===== src/rtl/audio_i2s_tx.sv =====
// Purpose     : serialise signed stereo PCM into an I2S stream (sclk, lrck, MSB-first data).
// Latency     : a sample loaded into an empty hold before a frame boundary (FB) has its left MSB on
//               audio_dac 1+MCLK_DIV clk cycles after that FB.
// Backpressure: none. There is a one-entry hold buffer. An unconsumed hold that is overwritten pulses overrun.
//               A frame that starts with the hold empty repeats the last sample and pulses underrun.
//
// Ports:
//   clk                 audio clock; the same clock also serves as the DAC master clock
//   reset               asynchronous, active-high; every counter, buffer and output clears to 0
//   sample_l/sample_r   two's complement PCM words, captured on a sample_valid strobe
//   sample_valid        1-cycle capture strobe
//   mute                sampled at each frame boundary; when latched high the next frame is silent
//   audio_sclk          bit clock = clk / MCLK_DIV
//   audio_lrck          0 = left slot, 1 = right slot
//   audio_dac           serial data. Slot bit 0 is 0, bits 1..SAMPLE_WIDTH carry the word MSB first,
//                       and the remaining slot bits are 0
//   frame_start         1-cycle pulse in the first cycle of every frame
//   overrun/underrun    1-cycle event pulses; they are not sticky
module audio_i2s_tx #(
    parameter int SAMPLE_WIDTH = 16,
    parameter int SLOT_BITS    = 32,
    parameter int MCLK_DIV     = 4
) (
    input  logic                    clk,
    input  logic                    reset,
    input  logic [SAMPLE_WIDTH-1:0] sample_l,
    input  logic [SAMPLE_WIDTH-1:0] sample_r,
    input  logic                    sample_valid,
    input  logic                    mute,
    output logic                    audio_sclk,
    output logic                    audio_lrck,
    output logic                    audio_dac,
    output logic                    frame_start,
    output logic                    overrun,
    output logic                    underrun
);

    // ------------------------------------------------------------------
    // Derived widths and constants
    // ------------------------------------------------------------------
    localparam int DIV_W  = (MCLK_DIV > 2) ? $clog2(MCLK_DIV) : 1;
    localparam int SLOT_W = (SLOT_BITS > 2) ? $clog2(SLOT_BITS) : 1;
    localparam int CNT_W  = SLOT_W + 1;           // bit position within a full L+R frame
    localparam int KX_W   = SLOT_W + 1;           // slot index widened by one bit for subtraction
    localparam int IDX_W  = (SAMPLE_WIDTH > 1) ? $clog2(SAMPLE_WIDTH) : 1;

    localparam logic [DIV_W-1:0] DIV_MAX  = DIV_W'(MCLK_DIV - 1);
    localparam logic [DIV_W-1:0] DIV_HALF = DIV_W'(MCLK_DIV / 2);
    localparam logic [CNT_W-1:0] CNT_MAX  = '1;   // 2*SLOT_BITS is a power of two
    localparam logic [KX_W-1:0]  SW_EXT   = KX_W'(SAMPLE_WIDTH);

    typedef struct packed {
        logic [SAMPLE_WIDTH-1:0] l;
        logic [SAMPLE_WIDTH-1:0] r;
    } stereo_t;

    // ------------------------------------------------------------------
    // State
    // ------------------------------------------------------------------
    logic [DIV_W-1:0] div_q,        div_d;
    logic [CNT_W-1:0] bit_cnt_q,    bit_cnt_d;
    logic             sclk_q,       sclk_d;
    logic             lrck_q,       lrck_d;
    logic             dac_q,        dac_d;
    logic             frame_start_q, frame_start_d;
    logic             overrun_q,    overrun_d;
    logic             underrun_q,   underrun_d;
    stereo_t          hold_q,       hold_d;
    logic             hold_full_q,  hold_full_d;
    stereo_t          act_q,        act_d;
    logic             mute_q,       mute_d;

    // Combinational helpers
    logic                    wrap;       // last clk of an sclk period
    logic                    fb;         // last clk of the whole frame
    stereo_t                 in_word;
    logic [SLOT_W-1:0]       k;          // bit index inside the current slot
    logic [KX_W-1:0]         k_ext;
    logic                    k_in_word;
    logic [IDX_W-1:0]        word_idx;
    logic [SAMPLE_WIDTH-1:0] chan_word;
    logic                    dac_bit;

    // ------------------------------------------------------------------
    // Timing chain: clk -> sclk period -> slot bit -> frame
    // ------------------------------------------------------------------
    always_comb begin
        wrap      = (div_q == DIV_MAX);
        div_d     = wrap ? '0 : div_q + DIV_W'(1);
        fb        = wrap && (bit_cnt_q == CNT_MAX);
        // Wraps naturally from CNT_MAX back to 0.
        bit_cnt_d = wrap ? bit_cnt_q + CNT_W'(1) : bit_cnt_q;

        // sclk is high for the upper half of the divider count. Data moves on the
        // divider wrap, which is half a bit period away from the sclk rising edge.
        sclk_d    = (div_q >= DIV_HALF);
        lrck_d    = bit_cnt_d[CNT_W-1];
    end

    // ------------------------------------------------------------------
    // Hold buffer / active word management
    // ------------------------------------------------------------------
    always_comb begin
        in_word.l     = sample_l;
        in_word.r     = sample_r;

        hold_d        = hold_q;
        hold_full_d   = hold_full_q;
        act_d         = act_q;
        mute_d        = mute_q;
        overrun_d     = 1'b0;
        underrun_d    = 1'b0;
        frame_start_d = fb;

        if (fb) begin
            mute_d = mute;
            if (hold_full_q) begin
                // The buffered sample goes on air. A coincident new sample refills the hold.
                act_d = hold_q;
                if (sample_valid) begin
                    hold_d      = in_word;
                    hold_full_d = 1'b1;
                end else begin
                    hold_full_d = 1'b0;
                end
            end else if (sample_valid) begin
                // The hold is empty, so a coincident sample goes on air directly.
                act_d = in_word;
            end else begin
                // Nothing is queued, so the previous sample repeats.
                underrun_d = 1'b1;
            end
        end else if (sample_valid) begin
            overrun_d   = hold_full_q;
            hold_d      = in_word;
            hold_full_d = 1'b1;
        end
    end

    // ------------------------------------------------------------------
    // Serial data. Selection uses next-state values so that the bit registered on a
    // wrap belongs to the slot position that starts in the following cycle.
    // ------------------------------------------------------------------
    always_comb begin
        k         = bit_cnt_d[SLOT_W-1:0];
        k_ext     = {1'b0, k};
        k_in_word = (k != '0) && (k_ext <= SW_EXT);
        word_idx  = IDX_W'(SW_EXT - k_ext);
        chan_word = bit_cnt_d[CNT_W-1] ? act_d.r : act_d.l;
        dac_bit   = k_in_word && !mute_d && chan_word[word_idx];
        dac_d     = wrap ? dac_bit : dac_q;
    end

    // ------------------------------------------------------------------
    // Registers
    // ------------------------------------------------------------------
    always_ff @(posedge clk or posedge reset) begin
        if (reset) begin
            div_q         <= '0;
            bit_cnt_q     <= '0;
            sclk_q        <= 1'b0;
            lrck_q        <= 1'b0;
            dac_q         <= 1'b0;
            frame_start_q <= 1'b0;
            overrun_q     <= 1'b0;
            underrun_q    <= 1'b0;
            hold_q        <= '0;
            hold_full_q   <= 1'b0;
            act_q         <= '0;
            mute_q        <= 1'b0;
        end else begin
            div_q         <= div_d;
            bit_cnt_q     <= bit_cnt_d;
            sclk_q        <= sclk_d;
            lrck_q        <= lrck_d;
            dac_q         <= dac_d;
            frame_start_q <= frame_start_d;
            overrun_q     <= overrun_d;
            underrun_q    <= underrun_d;
            hold_q        <= hold_d;
            hold_full_q   <= hold_full_d;
            act_q         <= act_d;
            mute_q        <= mute_d;
        end
    end

    assign audio_sclk  = sclk_q;
    assign audio_lrck  = lrck_q;
    assign audio_dac   = dac_q;
    assign frame_start = frame_start_q;
    assign overrun     = overrun_q;
    assign underrun    = underrun_q;

endmodule

===== config.mk =====
export PLATFORM = sky130hd
export DESIGN_NAME = audio_i2s_tx
export DESIGN_NICKNAME = d
export VERILOG_FILES = /design/src/rtl/audio_i2s_tx.sv
export SDC_FILE = /design/constraint.sdc
export NUM_CORES = 1
export LEC_CHECK = 0
export BUFFER_PORTS_ARGS = -buffer_cell sky130_fd_sc_hd__buf_2
export CORE_AREA = 2 2 85 87
export CTS_CLUSTER_DIAMETER = 30
export CTS_CLUSTER_SIZE = 8
export DETAILED_ROUTE_END_ITERATION = 8
export DIE_AREA = 0 0 87 89
export PLACE_DENSITY = 0.84
export SYNTH_ARGS = -nofsm -noshare
export SYNTH_HDL_FRONTEND = slang
export SYNTH_SLANG_ARGS = --single-unit

===== constraint.sdc =====
create_clock -name clk -period 4.6 [get_ports clk]
set_input_delay 0.23 -clock clk [delete_from_list [all_inputs] [get_ports clk]]
set_output_delay 0.23 -clock clk [all_outputs]
set_load 0.01 [all_outputs]

==> load_flow_metrics.sql <==
INSERT INTO impl_metrics (metric_group, metric, value, unit) VALUES
('timing', 'slew_viol_final', '0', ''),
('run', 'cap_violations', '0', ''),
('power', 'irDropWorstVdd', '0.165', 'mV'),
('power', 'clock_network_fraction_of_design_power', '0.389', ''),
('critical_path', 'cp-end-kind', 'flip-flop', ''),
('layout', 'drive_gt1_frac', '0.300', ''),
('critical_path', 'crit_path_max_fanout', '18', ''),
('timing', 'post_route_clock_period_utilization', '0.742', ''),
('global_routing', 'grt_max_degree', '80', ''),
('clock_network', 'cts_num_sinks', '79', ''),
('die', 'fp.dieH', '89', 'microns'),
('global_routing', 'globalRouteTotalUtil', '0.280', ''),
('drt', 'avgRoutedWirePerCell', '19.8', 'microns'),
('clock_network', 'clkTransAtPathRegs', '0.09', 'ns'),
('die', 'die_width', '87', 'microns'),
('placement', 'routabilityCongestion', '0.941', ''),
('layout', 'postLayoutCoreUtil', '0.686', ''),
('drt', 'viasPerCell', '6.86', ''),
('global_routing', 'grt_pass1_wl', '16.8', 'mm'),
('power', 'netSwitchingPower', '322', 'uW'),
('timing', 'finalSetupViolCount', '0', ''),
('clock_network', 'cts-root-to-sink-buffers', '2', ''),
('power', 'power_per_cell_area', '293', 'mW/mm^2'),
('drt', 'total_wirelength', '10.2', 'mm'),
('timing', 'fin_crit', '3.41', 'ns'),
('logic_synthesis', 'synthesis.instances', '403', ''),
('critical_path', 'cpMaxStageDelayCell', 'and4_1', ''),
('timing', 'setup-tns-final', '0', 'ns'),
('global_routing', 'first_global_vias', '3395', ''),
('timing', 'max_clock_freq', '293', 'MHz'),
('logic_synthesis', 'yosysSeqAreaShare', '0.461', ''),
('logic_synthesis', 'syn-cell-area', '0.00428', 'sq mm'),
('drt', 'detailedRoute.firstIterationViolations', '335', ''),
('clock_network', 'cts-buffers-inserted', '9', ''),
('timing', 'timing_worst_slew_pin_value', '0.992', 'ns'),
('layout', 'layout_common_cells', 'dfrtp_1 (79), buf_2 (41), mux2_2 (27)', ''),
('layout', 'nNetsFinal', '469', ''),
('power', 'internal-power', '1030', 'uW'),
('clock_network', 'clock_latency', '0.36', 'ns'),
('clock_network', 'number_of_hold_buffers_added_after_cts', '0', ''),
('global_routing', 'antenna_found_initial', '0', ''),
('clock_network', 'clock_tree.root_cell', 'clkbuf_8', ''),
('drt', 'residual_drc_count', '0', ''),
('clock_network', 'cts_tree', 'yes', ''),
('drt', 'vias', '3528', ''),
('placement', 'port_buffers', '41', ''),
('logic_synthesis', 'synth_fp_nets', '443', ''),
('clock_network', 'cts_setup_buffers', '0', ''),
('status', 'run_status', 'completed', ''),
('logic_synthesis', 'synth.avg_cell_area', '10.6', 'sq um'),
('die', 'pin_count', '42', ''),
('critical_path', 'timing.critical_path.required', '4.86', 'ns'),
('die', 'initial_utilization', '0.638', ''),
('critical_path', 'timing.critical_path.slowest_cell_delay', '0.56', 'ns'),
('critical_path', 'cp_cell_sequence', 'ha_1 -> and4_1 -> nand2_2 -> inv_2 -> o221ai_1 -> a2111oi_0 -> o311a_1 -> a31oi_1 -> a311oi_1', ''),
('layout', 'antenna-diode-count', '0', ''),
('power', 'pwr-share-seq', '0.548', ''),
('timing', 'clock-skew-final', '0.00832', 'ns'),
('drt', 'antenna_violating_nets_post_route', '0', ''),
('layout', 'area.growth.synth_to_final', '7.59', '%'),
('logic_synthesis', 'synthFlopType', 'dfrtp_1', ''),
('power', 'cellLeakagePower', '0.00205', 'uW'),
('logic_synthesis', 'synth-edff-count', '0', ''),
('timing', 'max-slew-margin-rel', '0.339', ''),
('layout', 'layout.cells.most_common', 'dfrtp_1', ''),
('logic_synthesis', 'ys_seq_elements', '79', ''),
('drt', 'drt-pass1-iter-count', '5', ''),
('die', 'die-area', '0.00774', 'sq mm'),
('power', 'p_sw_frac', '0.238', ''),
('timing', 'rsz0062_at_grt', 'false', ''),
('logic_synthesis', 'post_synth_num_cell_types', '79', '');
per-stage QoR:
step                      setup slack [ns]  instance area, sq um  hold WS (ns)  power [uW]  std cells
after detailed placement              1.21                  4410         0.453         840        498
after global routing                 0.831                  4610         0.113        1400        514
final                                 1.19                  4610         0.114        1350        514
after global placement                1.28                  4410         0.436         835        498
after floorplan                       1.76                  4280         0.372         803        403
after CTS                             1.22                  4610         0.114        1350        514
routing by layer:
metal  track usage  wire length [microns]
met2         0.438                   4840
met1         0.381                   4270
met5             0                      0
met4         0.129                    345
met3        0.0545                    729
layout make-up:
class                      count  area (sq um)  share of cell area
multi-input combinational    267          1980               0.430
timing repair buffer          49           265              0.0575
inverter                      23          87.6              0.0190
tap                           80           100              0.0217
sequential                    79          1980               0.429
clock buffer                  11           141              0.0307
clock inverter                 5          56.3              0.0122
flip-flops by register name, indices dropped and copies added, names as in the netlist:
signal and cells:
hold_full_q 1, frame_start 1, hold_q 32, act_q 32
bit_cnt_q 6, audio_dac 1, overrun 1, underrun 1
mute_q 1, div_q 2, audio_sclk 1
power groups by stage:
stage | logic (uW) | registers, uW | clock network [uW]
floorplan | 55.3 | 747 | 0
global placement | 82.9 | 752 | 0
CTS | 86.2 | 740 | 524
finish | 85.4 | 741 | 525
detailed placement | 86.1 | 754 | 0
global route | 95.6 | 744 | 558
Yosys cell counts (all sizes together) (4+ instances only):
library cell | count | area (sq um)
nand4 | 5 | 37.5
dfrtp | 79 | 1980
a221o | 7 | 77.6
inv | 22 | 82.6
nor2 | 22 | 85.1
o32a | 4 | 40.0
o221a | 5 | 56.3
or2 | 9 | 56.3
nand3 | 9 | 45.0
buf | 23 | 173
nand2 | 17 | 66.3
a211oi | 6 | 45.0
nor3b | 7 | 52.6
clkbuf | 10 | 57.6
a21oi | 13 | 65.1
or3 | 7 | 43.8
a41o | 9 | 95.1
ha | 4 | 50.1
mux2 | 28 | 319
a2111oi | 4 | 41.3
o21ai | 12 | 60.1
nor3 | 19 | 100
o22ai | 13 | 81.3
mux2i | 5 | 50.1
final timing paths:
path / from / to / slack, ns / depth (start not counted)
min reg2reg: div_q[0] / div_q[0] / 0.46 / 1
max: div_q[0] / audio_dac / 1.19 / 9
min: sample_l[3] / hold_q[19] / 0.11 / 2
min in group asynchronous: reset / overrun / 0.16 / 3
max reg2reg: div_q[0] / audio_dac / 1.19 / 9
max in group asynchronous: reset / hold_q[30] / 3.79 / 3
worst max-delay path: cells and delay by family (launching register included):
kind,cells,cell delay [ns]
AO/OA/AOI/OAI,5,1.26
buffers and inverters,1,0.37
AND/OR/NAND/NOR,2,0.83
flip-flops,1,0.37
adder cells (fa/ha/maj),1,0.48
cells by family (layout without fill, tap and decap cells):
logic type / after synthesis / in the layout / share of synthesized area
and+or+nand+nor: 112 / 112 / 0.143
muxes: 33 / 33 / 0.0862
AOI/OAI and AO/OA: 113 / 113 / 0.211
adders and majority gates: 4 / 4 / 0.0117
xor gates and xnor gates: 5 / 5 / 0.0102
buffers and inverters: 57 / 88 / 0.0768
DFF: 79 / 79 / 0.461
No activity file was read; power rests on OpenSTA's default activity.
